[src/rtl/fifo_collect_pkg.sv]
// Shared types and defaults for the result collector and its round-robin picker.
package fifo_collect_pkg;

   localparam int unsigned DEF_NUM_BLOCKS  = 12;
   localparam int unsigned DEF_RESULT_BITS = 64;
   localparam int unsigned REQ_LATENCY     = 2;
   localparam int unsigned SETTLE_CYCLES   = 4;
   localparam int unsigned IDX_W           = 4;

   typedef logic [IDX_W-1:0] blk_idx_t;

   typedef enum logic [2:0] {
      IDLE,
      REQ,
      DRAIN,
      HOLD,
      SETTLE
   } state_t;

endpackage : fifo_collect_pkg

[src/rtl/fifo_collect_rr_pick.sv]
// Combinational round-robin search: first non-empty block after ptr_i, wrapping N->1.
module rr_pick
   import fifo_collect_pkg::*;
#(
   parameter int unsigned N = DEF_NUM_BLOCKS
) (
   input  logic [1:N] empty_i,
   input  blk_idx_t   ptr_i,
   output logic       hit_c,
   output blk_idx_t   idx_c
);

   blk_idx_t cand;

   // Scan ptr+1, ptr+2, ... and keep the first block holding a complete result
   always_comb begin
      hit_c = 1'b0;
      idx_c = ptr_i;
      cand  = '0;
      for (int unsigned k = 1; k <= N; k++) begin
         cand = blk_idx_t'((32'(ptr_i) + k - 1) % N + 1);
         if (!hit_c && !empty_i[cand]) begin
            hit_c = 1'b1;
            idx_c = cand;
         end
      end
   end

endmodule : rr_pick

[src/rtl/fifo_collect.sv]
// Collects serial result bursts from the block FIFOs and presents them as parallel words.
module fifo_collect
   import fifo_collect_pkg::*;
#(
   parameter int unsigned NUM_BLOCKS  = DEF_NUM_BLOCKS,
   parameter int unsigned RESULT_BITS = DEF_RESULT_BITS
) (
   input  logic                   fifo_clk,
   input  logic                   fifo_rst_n,
   input  logic [1:NUM_BLOCKS]    fifo_empty,
   output logic [1:NUM_BLOCKS]    fifo_req,
   input  logic                   fifo_bit,
   output logic                   res_valid,
   input  logic                   res_ready,
   output logic [RESULT_BITS-1:0] res_data,
   output logic [3:0]             res_src,
   output logic                   err_underrun
);

   localparam int unsigned CNT_W = $clog2(RESULT_BITS + 1);
   localparam int unsigned SET_W = $clog2(SETTLE_CYCLES + 1);

   state_t                   state_q, state_d;
   blk_idx_t                 ptr_q, ptr_d;
   blk_idx_t                 sel_q, sel_d;
   logic [1:NUM_BLOCKS]      req_q, req_d;
   logic [CNT_W-1:0]         req_cnt_q, req_cnt_d;
   logic [CNT_W-1:0]         cap_cnt_q, cap_cnt_d;
   logic [REQ_LATENCY-1:0]   vld_q, vld_d;
   logic [RESULT_BITS-1:0]   shift_q, shift_d;
   logic [SET_W-1:0]         settle_q, settle_d;
   logic                     res_valid_q, res_valid_d;
   logic [RESULT_BITS-1:0]   res_data_q, res_data_d;
   blk_idx_t                 res_src_q, res_src_d;
   logic                     err_q, err_d;

   logic                     hit_c;
   blk_idx_t                 pick_c;
   logic                     done_c;
   logic                     out_free_c;

   rr_pick #(
      .N (NUM_BLOCKS)
   ) u_pick (
      .empty_i (fifo_empty),
      .ptr_i   (ptr_q),
      .hit_c   (hit_c),
      .idx_c   (pick_c)
   );

   // Capture path: delayed req strobes shift fifo_bit in, MSB first
   always_comb begin
      vld_d     = {vld_q[REQ_LATENCY-2:0], |req_q};
      shift_d   = shift_q;
      cap_cnt_d = cap_cnt_q;
      if (state_q == IDLE) begin
         cap_cnt_d = '0;
      end else if (vld_q[REQ_LATENCY-1]) begin
         shift_d   = {shift_q[RESULT_BITS-2:0], fifo_bit};
         cap_cnt_d = cap_cnt_q + CNT_W'(1);
      end
      done_c = (cap_cnt_d == CNT_W'(RESULT_BITS));
   end

   // Control FSM: pick a block, burst its pops, hand off the word, let empty flags settle
   always_comb begin
      state_d     = state_q;
      ptr_d       = ptr_q;
      sel_d       = sel_q;
      req_d       = '0;
      req_cnt_d   = req_cnt_q;
      settle_d    = settle_q;
      res_valid_d = res_valid_q & ~res_ready;
      res_data_d  = res_data_q;
      res_src_d   = res_src_q;
      err_d       = err_q;
      out_free_c  = !res_valid_q || res_ready;

      case (state_q)
         IDLE: begin
            if (hit_c) begin
               sel_d         = pick_c;
               ptr_d         = pick_c;
               req_d[pick_c] = 1'b1;
               req_cnt_d     = '0;
               state_d       = REQ;
            end
         end
         REQ: begin
            if (fifo_empty[sel_q]) begin
               err_d = 1'b1;
            end
            if (req_cnt_q == CNT_W'(RESULT_BITS - 1)) begin
               state_d = DRAIN;
            end else begin
               req_d[sel_q] = 1'b1;
               req_cnt_d    = req_cnt_q + CNT_W'(1);
            end
         end
         DRAIN: begin
            if (done_c) begin
               if (out_free_c) begin
                  res_valid_d = 1'b1;
                  res_data_d  = shift_d;
                  res_src_d   = sel_q;
                  settle_d    = '0;
                  state_d     = SETTLE;
               end else begin
                  state_d = HOLD;
               end
            end
         end
         HOLD: begin
            if (out_free_c) begin
               res_valid_d = 1'b1;
               res_data_d  = shift_q;
               res_src_d   = sel_q;
               settle_d    = '0;
               state_d     = SETTLE;
            end
         end
         SETTLE: begin
            if (settle_q == SET_W'(SETTLE_CYCLES - 1)) begin
               state_d = IDLE;
            end else begin
               settle_d = settle_q + SET_W'(1);
            end
         end
         default: begin
            state_d = IDLE;
         end
      endcase
   end

   // State registers with synchronous active-low reset
   always_ff @(posedge fifo_clk) begin
      if (!fifo_rst_n) begin
         state_q     <= IDLE;
         ptr_q       <= blk_idx_t'(NUM_BLOCKS);
         sel_q       <= '0;
         req_q       <= '0;
         req_cnt_q   <= '0;
         cap_cnt_q   <= '0;
         vld_q       <= '0;
         shift_q     <= '0;
         settle_q    <= '0;
         res_valid_q <= 1'b0;
         res_data_q  <= '0;
         res_src_q   <= '0;
         err_q       <= 1'b0;
      end else begin
         state_q     <= state_d;
         ptr_q       <= ptr_d;
         sel_q       <= sel_d;
         req_q       <= req_d;
         req_cnt_q   <= req_cnt_d;
         cap_cnt_q   <= cap_cnt_d;
         vld_q       <= vld_d;
         shift_q     <= shift_d;
         settle_q    <= settle_d;
         res_valid_q <= res_valid_d;
         res_data_q  <= res_data_d;
         res_src_q   <= res_src_d;
         err_q       <= err_d;
      end
   end

   assign fifo_req     = req_q;
   assign res_valid    = res_valid_q;
   assign res_data     = res_data_q;
   assign res_src      = res_src_q;
   assign err_underrun = err_q;

endmodule : fifo_collect

[config.mk]
export PLATFORM = sky130hd
export DESIGN_NAME = fifo_collect
export DESIGN_NICKNAME = d
export VERILOG_FILES = /design/src/rtl/fifo_collect_pkg.sv /design/src/rtl/fifo_collect_rr_pick.sv /design/src/rtl/fifo_collect.sv
export SDC_FILE = /design/constraint.sdc
export NUM_CORES = 1
export LEC_CHECK = 0
export ABC_AREA = 1
export BUFFER_PORTS_ARGS = -buffer_cell sky130_fd_sc_hd__clkbuf_2
export CORE_UTILIZATION = 41
export DETAILED_ROUTE_END_ITERATION = 10
export PLACE_DENSITY = 0.6
export REMOVE_ABC_BUFFERS = 1
export SYNTH_ARGS = -nofsm -noshare
export SYNTH_HDL_FRONTEND = slang
export SYNTH_HIERARCHICAL = 1
export SYNTH_SLANG_ARGS = --single-unit
[constraint.sdc]
create_clock -name fifo_clk -period 8.4 [get_ports fifo_clk]
set_input_delay 2.52 -clock fifo_clk [delete_from_list [all_inputs] [get_ports fifo_clk]]
set_output_delay 2.52 -clock fifo_clk [all_outputs]
set_load 0.01 [all_outputs]
# == Word level (Yosys, flattened, before mapping) ==
# Cells that the tools add are included.
# Widths: inputs -> output; s select.
# totals
register_bits,176
input_bits,16
output_inout_bits,82
elab_cells,257
# op_classes
add_sub_neg,39
n_div,12
magnitude_cmp,16
eq_ne,15
n_mux,98
n_bitwise,16
n_reduce_logical,48
# ops
op,n
$mod 32x4->32 const B,12
$sub 32x1->32 const B,12
$mux 64,5
$pmux 64 s2,1
$ge 5x5->1 const B,14
$not 4->5,14
$mux 4,14
$bmux 1 s4,13
$add 4x1->4 const B,12
$mux 1,42
$mux 7,4
$mux 3,9
$add 4x4->5 const B,5
$mux 12,2
$pmux 12 s2,1
$logic_not 1->1,22
$add 4x3->5 const B,4
$ne 2x2->1 const B,8
$pmux 3 s5,1
$add 7x1->7 const B,2
$pmux 7 s2,1
$logic_and 1x1->1,13
$reduce_or 12->1,1
$add 4x2->5 const B,2
22 further kinds,30

# == Longest topological paths before layout ==
# Gate-level depths: netlist (run 1).
# logic_depth
word_depth,48
ltp_mapped,39
mapped_depth_nobuf,38

# == Modules after synthesis ==
# Netlist (run 1), hierarchy kept.
# modules_own_cells
module,instances,cells_each,area_per_inst_um2,seq_area_each_um2
fifo_collect,1,1219,8090.3,3483.3
rr_pick,1,605,3135.5,0.0

# == Worst setup path before layout (run 1) ==
# Ideal clock, no wire load.
# synth_path
path_kind,input -> register
start,input port fifo_empty[5] (netlist name)
end,"register req_q, in the netlist fifo_req[11]"
setup_ps,70
arrival_time_ps,4965
required_ps,8330
setup_slack_ps,3365
cell_stages,23
n_path_buf,0
cell_sequence,inv_1 o21ai_1 inv_1 nand2_1 o21ai_0 nand2_1 o21ai_1 nand2_1 nand2_2 inv_2 nand2_4 nor2_8 nand3_2 inv_2 nand2_4 nor2_8 nand3_4 nor3_4 nor2_1 xor2_1 nand2_1 or3_1 a21oi_1
# synth_via
elab_chain_len,43
word_cells_on_any_way,100
classes_between,2 x order compare; 64 x mux; 1 x bitwise; 33 x reduce/logical
# synth_lines
element,line,source
from (decl),fifo_collect.sv:10,"input logic [1:NUM_BLOCKS] fifo_empty,"
$bmux 1 s4,fifo_collect_rr_pick.sv:22,if (!hit_c && !empty_i[cand]) begin
$mux 1 (not written as such) (2 in series),fifo_collect_rr_pick.sv:22,
$logic_not 1->1,fifo_collect_rr_pick.sv:22,
$logic_and 1x1->1,fifo_collect_rr_pick.sv:22,
$mux 1,fifo_collect_rr_pick.sv:22,
$logic_not 1->1,fifo_collect_rr_pick.sv:22,
$logic_and 1x1->1,fifo_collect_rr_pick.sv:22,
$mux 1,fifo_collect_rr_pick.sv:22,
[27 not listed],n/a,
via pick_c[0],fifo_collect.sv:38,blk_idx_t pick_c;
$not 4->5 (not written as such) *,fifo_collect.sv:84,req_d[pick_c] = 1'b1;
$ge 5x5->1 (not written as such) / $lt 5x1->1 (equally long branches),fifo_collect.sv:84,
$logic_and 1x1->1 (not written as such),fifo_collect.sv:84,
$mux 1 (not written as such),fifo_collect.sv:84,
$demux 1 s4 *,fifo_collect.sv:84,
$mux 12 *,fifo_collect.sv:81,if (hit_c) begin
$pmux 12 s2 *,fifo_collect.sv:79,case (state_q)
to (signal assigned),fifo_collect.sv:155,req_q <= req_d;
to (decl),fifo_collect.sv:26,"logic [1:NUM_BLOCKS] req_q, req_d;"
# The timed path passes the listed nets; every way through them passes the cells marked *. The select of a mux whose other input is x is not followed.
# A chain may end at the register's enable or synchronous reset.

# == Worst setup path after layout (run 1) ==
# layout_path
start,register ptr_q[2]
end,register req_cnt_q[5]
# layout_via
elab_chain_len,43
word_cells_on_any_way,142
classes_between,36 x add/sub; 12 x div; 1 x eq/ne; 48 x mux; 12 x bitwise; 33 x reduce/logical
# layout_lines
element,line,source
from (decl),fifo_collect.sv:24,"blk_idx_t ptr_q, ptr_d;"
from (signal assigned),fifo_collect.sv:139,ptr_q <= blk_idx_t'(NUM_BLOCKS);
from (signal assigned),fifo_collect.sv:153,ptr_q <= ptr_d;
$add 4x2->5,fifo_collect_rr_pick.sv:21,cand = blk_idx_t'((32'(ptr_i) + k - 1) % N + 1);
$sub 32x1->32,fifo_collect_rr_pick.sv:21,
$mod 32x4->32,fifo_collect_rr_pick.sv:21,
$add 4x1->4,fifo_collect_rr_pick.sv:21,
$not 4->5 (not written as such),fifo_collect_rr_pick.sv:22,
$bmux 1 s4,fifo_collect_rr_pick.sv:22,
$mux 1 (not written as such) (2 in series),fifo_collect_rr_pick.sv:22,
$logic_not 1->1,fifo_collect_rr_pick.sv:22,
[27 not listed],n/a,
$logic_and 1x1->1,fifo_collect_rr_pick.sv:22,
$mux 1,fifo_collect_rr_pick.sv:22,
$logic_not 1->1,fifo_collect_rr_pick.sv:22,
$logic_and 1x1->1,fifo_collect_rr_pick.sv:22,
$mux 1 *,fifo_collect_rr_pick.sv:22,
via hit_c,fifo_collect.sv:37,logic hit_c;
$ne 2x2->1 (no line) *,n/a,
$reduce_and 3->1 (no line) *,n/a,
to (signal assigned),fifo_collect.sv:156,req_cnt_q <= req_cnt_d;
to (decl),fifo_collect.sv:27,"logic [CNT_W-1:0] req_cnt_q, req_cnt_d;"
# Marks and branches as above.

==> insert_results.sql, run 1 <==
INSERT INTO impl_metrics (metric_group, metric, value, unit) VALUES
('floorplanning', 'die_x', '167', 'um'),
('final_layout', 'area_growth', '9.91', '%'),
('clock_network', 'worstSkewPairLatency', '0.43', 'ns'),
('clock_network', 'cts-root-to-sink-buffers', '2', ''),
('sta', 'grt_setup_unrepaired', 'no', ''),
('clock_network', 'post_cts_buffers', '0', ''),
('clock_network', 'post_cts_hold_buffer_count', '0', ''),
('grt', 'global_route.usage.met1', '27.0', '%'),
('clock_network', 'tritoncts', 'yes', ''),
('clock_network', 'cell_at_the_root_of_the_clock_tree', 'clkbuf_16', ''),
('drt', 'vias_per_cell', '4.93', ''),
('synthesis', 'synth_sequential_area_ratio', '31.0', '%'),
('grt', 'grt_first_pass_wirelength', '46900', 'um'),
('setup_path', 'critPathMostFrequentCell', 'inv_1', ''),
('placed_design', 'numPlacedInstances', '2185', ''),
('sta', 'final.setup_skew', '0.0151', 'ns'),
('grt', 'maximum_number_of_pins_on_one_net_before_global_route_repair', '129', ''),
('placed_design', 'dp.final_hpwl', '19300', 'um'),
('floorplanning', 'die_height', '167', 'um'),
('floorplanning', 'placeableCoreArea', '26900', 'sq um'),
('grt', 'grt_antenna_before_repair', '0', ''),
('clock_network', 'post_cts_resized', '0', ''),
('sta', 'final_hold_viol_count', '0', ''),
('drt', 'detailedRoute.firstPassIterationCount', '5', ''),
('drt', 'via_count', '10900', ''),
('setup_path', 'worstPathArrival', '5.71', 'ns'),
('setup_path', 'start_kind', 'flop', ''),
('synthesis', 'synth.cells.most_frequent', 'nand2_1 (424), nor2_1 (282), inv_1 (254), dfxtp_1 (174), a21oi_1 (165)', ''),
('synthesis', 'postSynthRegisterBits', '174', ''),
('sta', 'report.final.setup_viol', '0', ''),
('clock_network', 'cts_sinks', '174', ''),
('grt', 'globalRouteOverflowTotal', '0', ''),
('placed_design', 'place.port_buffers', '97', ''),
('drt', 'postRouteAntennaNets', '0', ''),
('floorplanning', 'placement_rows', '60', ''),
('power', 'power_leakage', '0.00541', 'uW'),
('setup_path', 'critPathMaxStageDelay', '0.73', 'ns'),
('grt', 'global_route.peak_usage_layer', 'met2', ''),
('grt', 'grt_use_met3', '2.98', '%'),
('sta', 'fin_tns_setup', '0', 'ns'),
('run_status', 'status', 'finished clean', ''),
('setup_path', 'nature_of_the_critical_path_endpoint', 'flop', ''),
('synthesis', 'yosys.area.top_type', 'dfxtp_1', ''),
('drt', 'drtIter0Drc', '653', ''),
('setup_path', 'cp_slowest_cell', 'dfxtp_1', ''),
('final_layout', 'layoutNonFillerInstCount', '2217', ''),
('sta', 'post-route-period-util', '63.6', '%'),
('synthesis', 'yosys_warnings', '6', ''),
('synthesis', 'synth-edff-count', '0', ''),
('synthesis', 'synth_top_cells_by_area', 'dfxtp_1 (31%), nand2_1 (14%), nor2_1 (9.4%)', ''),
('clock_network', 'cts.reportedPaths.clkPinSlew', '0.07', 'ns'),
('sta', 'fmax', '0.187', 'GHz'),
('sta', 'report.final.slew_viol_count', '0', ''),
('synthesis', 'mappedNetlistArea', '11200', 'sq um'),
('synthesis', 'yosys.cell_count.top_type', 'nand2_1', ''),
('sta', 'slew_limit_headroom', '19.6', '%'),
('setup_path', 'cp_max_fo', '11', ''),
('min_path', 'min-delay-path-class', 'flop to flop', ''),
('power', 'vdd_drop_max', '0.000189', 'V'),
('placed_design', 'gp_congestion', '0.946', ''),
('final_layout', 'post-route-util', '45.9', '%'),
('synthesis', 'synth.lib_cells_used.distinct', '48', ''),
('power', 'power_per_cell_area', '400', 'nW/um^2'),
('drt', 'avgRoutedWirePerCell', '12.5', 'um'),
('synthesis', 'async_s_r_ff_share_synth', '0', '%'),
('floorplanning', 'pin_count', '98', ''),
('setup_path', 'worstSetupPathType', 'flop to flop', ''),
('floorplanning', 'initial_core_utilization', '41.8', '%'),
('sta', 'post-route-min-period', '5.34', 'ns'),
('grt', 'global_route.usage.met2', '33.6', '%'),
('sta', 'worst_pin_slew', '1.21', 'ns');
## per-layer routing
| layer | vias up | wire, um |
|---|---|---|
| met3 | 32 | 940 |
| met1 | 4889 | 13600 |
| met4 | 0 | 382 |
| met2 | 173 | 12700 |
| li1 | 5826 | - |
| met5 | - | 0 |
## cell families after synthesis
family | after synthesis | synth area share (%)
AO/OA/AOI/OAI | 314 | 14.8
buffers and inverters | 355 | 13.4
flip-flops | 174 | 31.0
XOR/XNOR | 16 | 1.38
adder cells (fa/ha/maj) | 36 | 4.01
AND/OR/NAND/NOR | 929 | 35.4
## per-stage QoR
step | power, uW | cell area, sq um | hold slack (ns) | setup slack, ns
6_report | 4940 | 12300 | 0.468 | 3.06
5_1_grt | 5430 | 12300 | 0.502 | 2.60
4_1_cts | 4950 | 12300 | 0.468 | 3.15
3_5_place_dp | 4120 | 11700 | 0.448 | 2.76
3_3_place_gp | 4110 | 11700 | 0.444 | 2.78
2_1_floorplan | 3360 | 10700 | 0.390 | 1.18
## cells in the final DEF (no fill, tap or decap), drive strengths merged, types with 2 or more instances in the layout
master and instances:
o211ai 2, xor2 13, a21oi 165, o31ai 2, nor4 5, o21bai 7
nand3b 2, inv 276, a22oi 6, nor2 291, buf 11, xnor2 3
o21ai 125, nand4 9, nand3 160, nor3 11, nor3b 2, or2 4
ha 36, clkinv 5, o22ai 3, nand2 444, clkbuf 114, dfxtp 174
## power by group
group | internal [uW] | switching (uW)
combinational | 913 | 2230
sequential | 927 | 67.8
clock | 411 | 390
total | 2250 | 2690
## sequential cells by signal, indices dropped and copies added (netlist names), 3 cells and up
name,flops
fifo_req,12
state_q,3
ptr_q,4
settle_q,3
res_src,4
cap_cnt_q,7
shift_q,64
res_data,64
req_cnt_q,7
## final timing paths
kind                                                start                        end  slack [ns]  cells past startpoint
worst max-delay path                ptr_q[2]$_SDFFE_PN1P_  req_cnt_q[5]$_SDFFE_PN0P_        3.06                     26
worst min-delay path            req_cnt_q[5]$_SDFFE_PN0P_  req_cnt_q[5]$_SDFFE_PN0P_        0.47                      1
worst max register to register      ptr_q[2]$_SDFFE_PN1P_  req_cnt_q[5]$_SDFFE_PN0P_        3.06                     26
worst min register to register  req_cnt_q[5]$_SDFFE_PN0P_  req_cnt_q[5]$_SDFFE_PN0P_        0.47                      1
## critical path: cells and delay by family, from the launching register on
family | cells | cell delay (ns)
buffers and inverters | 6 | 1.09
AND/OR/NAND/NOR | 13 | 1.90
AO/OA/AOI/OAI | 4 | 0.56
adder cells (fa/ha/maj) | 2 | 0.71
flip-flops | 1 | 0.73
XOR/XNOR | 1 | 0.23
## area by class of cell
class	count	area [sq um]
clock inverter	14	161
sequential	174	3480
timing repair buffer	107	561
multi-input combinational	1295	6260
inverter	268	1010
tap	341	427
clock buffer	18	439
fill	2898	14500
No activity file was read; power rests on OpenSTA's default activity.
==> run 2: changes to the inputs <==
==> constraint.sdc (replaced) <==
create_clock -name fifo_clk -period 5.6 [get_ports fifo_clk]
set_input_delay 1.68 -clock fifo_clk [delete_from_list [all_inputs] [get_ports fifo_clk]]
set_output_delay 1.68 -clock fifo_clk [all_outputs]
set_load 0.01 [all_outputs]
==> run 2 against run 1 <==
  * Non-clock buffer count rose by 9
  * Combinational power rose by 53%
  * Global-route usage rose by 0.52 points
  * Setup slack got worse by 2.1 ns
  * Routed wire length rose by 2.5%
  * Final cell count rose by 0.41%
  * Critical path depth fell by 1
  * Core utilization rose by 0.39 points
  * Clock skew rose by 0.0064 ns
  * Final area rose by 0.85%
  * Critical path type unchanged
  * Largest power group unchanged
==> insert_results.sql, run 2 (synthesis results as in run 1) <==
INSERT INTO impl_metrics (metric_group, metric, value, unit) VALUES
('run_status', 'status', 'finished clean', ''),
('sta', 'grt_setup_unrepaired', 'no', ''),
('setup_path', 'worstPathArrival', '4.99', 'ns'),
('grt', 'globalRouteOverflowTotal', '0', ''),
('clock_network', 'cts.reportedPaths.clkPinSlew', '0.07', 'ns'),
('drt', 'avgRoutedWirePerCell', '12.8', 'um'),
('drt', 'detailedRoute.firstPassIterationCount', '5', ''),
('grt', 'grt_usage', '20.6', '%'),
('final_layout', 'nets', '1924', ''),
('final_layout', 'drive_gt1_share', '11.4', '%'),
('placed_design', 'gp_congestion', '0.929', ''),
('placed_design', 'dpl-instance-area', '11800', 'sq um'),
('grt', 'maximum_number_of_pins_on_one_net_before_global_route_repair', '137', ''),
('drt', 'postRouteAntennaNets', '0', ''),
('final_layout', 'most-common-layout-cells', 'nand2_1 (423), nor2_1 (281), inv_1 (254)', ''),
('power', 'report.power.total', '7510', 'uW'),
('grt', 'grt_first_pass_wirelength', '47900', 'um'),
('setup_path', 'start_kind', 'flop', ''),
('floorplanning', 'placement_rows', '60', ''),
('clock_network', 'tritoncts', 'yes', ''),
('clock_network', 'post_cts_buffers', '0', ''),
('sta', 'report.final.slew_viol_count', '0', ''),
('grt', 'number_of_global_route_vias_before_repair', '9937', ''),
('sta', 'final.setup_skew', '0.0216', 'ns'),
('drt', 'drc', '0', ''),
('final_layout', 'n_antenna_cell', '0', ''),
('floorplanning', 'placeableCoreArea', '26900', 'sq um'),
('drt', 'via_count', '11000', ''),
('sta', 'post-route-min-period', '4.63', 'ns'),
('power', 'power_per_cell_area', '603', 'nW/um^2'),
('sta', 'final_hold_viol_count', '0', ''),
('final_layout', 'leading_cell_type_in_the_layout_fill_and_taps_excluded', 'nand2_1', ''),
('sta', 'report.final.setup_viol', '0', ''),
('floorplanning', 'die_x', '167', 'um'),
('drt', 'finalWirelength', '28400', 'um'),
('clock_network', 'post_cts_hold_buffer_count', '0', ''),
('floorplanning', 'pin_count', '98', ''),
('drt', 'vias_per_cell', '4.94', ''),
('setup_path', 'nature_of_the_critical_path_endpoint', 'flop', ''),
('floorplanning', 'initial_core_utilization', '41.8', '%'),
('grt', 'grt_antenna_before_repair', '0', ''),
('setup_path', 'cp_max_fo', '7', ''),
('sta', 'holdWs', '0.451', 'ns'),
('sta', 'worst_pin_slew', '1.13', 'ns'),
('final_layout', 'post-route-util', '46.3', '%'),
('clock_network', 'cell_at_the_root_of_the_clock_tree', 'clkbuf_16', ''),
('placed_design', 'dp.final_hpwl', '20000', 'um'),
('flow_run', 'drv.max_cap_violation_count', '0', ''),
('sta', 'fmax', '0.216', 'GHz'),
('drt', 'drtIter0Drc', '744', ''),
('min_path', 'min-delay-path-class', 'flop to flop', ''),
('setup_path', 'regToRegSetupSlack', '0.97', 'ns'),
('final_layout', 'filler_cell_count', '2894', ''),
('final_layout', 'post-route-cell-area', '12400', 'sq um'),
('clock_network', 'cts_sinks', '174', ''),
('floorplanning', 'area_of_the_die', '28000', 'sq um'),
('final_layout', 'area_growth', '10.8', '%'),
('floorplanning', 'die_height', '167', 'um'),
('clock_network', 'post_cts_resized', '0', ''),
('placed_design', 'place.port_buffers', '97', ''),
('clock_network', 'cts_max_level', '4', ''),
('power', 'power_leakage', '0.00547', 'uW'),
('setup_path', 'required', '5.96', 'ns'),
('clock_network', 'worstSkewPairLatency', '0.44', 'ns'),
('clock_network', 'cts-root-to-sink-buffers', '2', ''),
('sta', 'post-route-period-util', '82.7', '%'),
('clock_network', 'cts_buffers', '17', ''),
('setup_path', 'worstSetupPathType', 'flop to flop', ''),
('sta', 'slew_limit_headroom', '24.8', '%'),
('power', 'vdd_drop_max', '0.000252', 'V');
run 2: cell types whose count changed in the layout (fill, tap and decap cells not counted), sizes merged:
cell / change
buf: +9
clkbuf: -1
clkinv: +3
inv: -2
run 2: power breakdown:
group          internal, uW  switching, uW  leakage (uW)
Combinational          1430           3370       0.00377
Clock                   609            604      0.000293
Sequential             1390            102       0.00141
Total                  3430           4080       0.00547
run 2: final cells by class:
type / instances / area, sq um / share of cell area (%)
Clock buffer: 17 / 425 / 3.42
Sequential cell: 174 / 3480 / 28.0
Tap cell: 341 / 427 / 3.43
Clock inverter: 15 / 188 / 1.51
Inverter: 268 / 1010 / 8.09
Multi-Input combinational cell: 1295 / 6260 / 50.3
Timing Repair Buffer: 116 / 653 / 5.25
run 2: layer usage:
| layer | track usage, % | vias to the layer above | share of wire [%] |
|---|---|---|---|
| met2 | 34.4 | 175 | 46 |
| met3 | 2.86 | 28 | 3.2 |
| met5 | 0 | - | 0 |
| met4 | 5.15 | 0 | 1.5 |
| met1 | 27.8 | 4951 | 50 |
| li1 | - | 5851 | - |
run 2: through the flow:
step	worst slack (ns)	setup TNS, ns	instances
2_1_floorplan	-0.783	-53.09	1737
3_3_place_gp	0.946	0	2194
3_5_place_dp	0.890	0	2194
4_1_cts	0.933	0	2226
5_1_grt	0.501	0	2226
6_report	0.966	0	2226
run 2: critical path, stage by stage, from the launching register on:
cell and delay [ns]:
dfxtp_1 0.42, inv_1 0.06, buf_4 0.18, ha_1 0.30, a21oi_1 0.29, inv_1 0.11
ha_1 0.31, nor3_2 0.26, o21bai_4 0.10, o21ai_0 0.26, inv_1 0.07, nand3_1 0.07
nand2_1 0.08, inv_1 0.12, nand3_1 0.09, nand2_1 0.16, inv_1 0.15, nor2_8 0.15
nand3_4 0.09, nor3_4 0.23, nor2_1 0.10, xor2_1 0.37, nand2_1 0.13, nor2_1 0.19
nand3_1 0.11, a21oi_1 0.16
run 2: path summary, 6_finish.rpt:
path | startpoint | to | depth (start not counted)
worst max register to register | ptr_q[2]$_SDFFE_PN1P_ | fifo_req[9]$_SDFF_PN0_ | 25
worst min-delay path | req_cnt_q[5]$_SDFFE_PN0P_ | req_cnt_q[5]$_SDFFE_PN0P_ | 1
worst max-delay path | ptr_q[2]$_SDFFE_PN1P_ | fifo_req[9]$_SDFF_PN0_ | 25
worst min register to register | req_cnt_q[5]$_SDFFE_PN0P_ | req_cnt_q[5]$_SDFFE_PN0P_ | 1
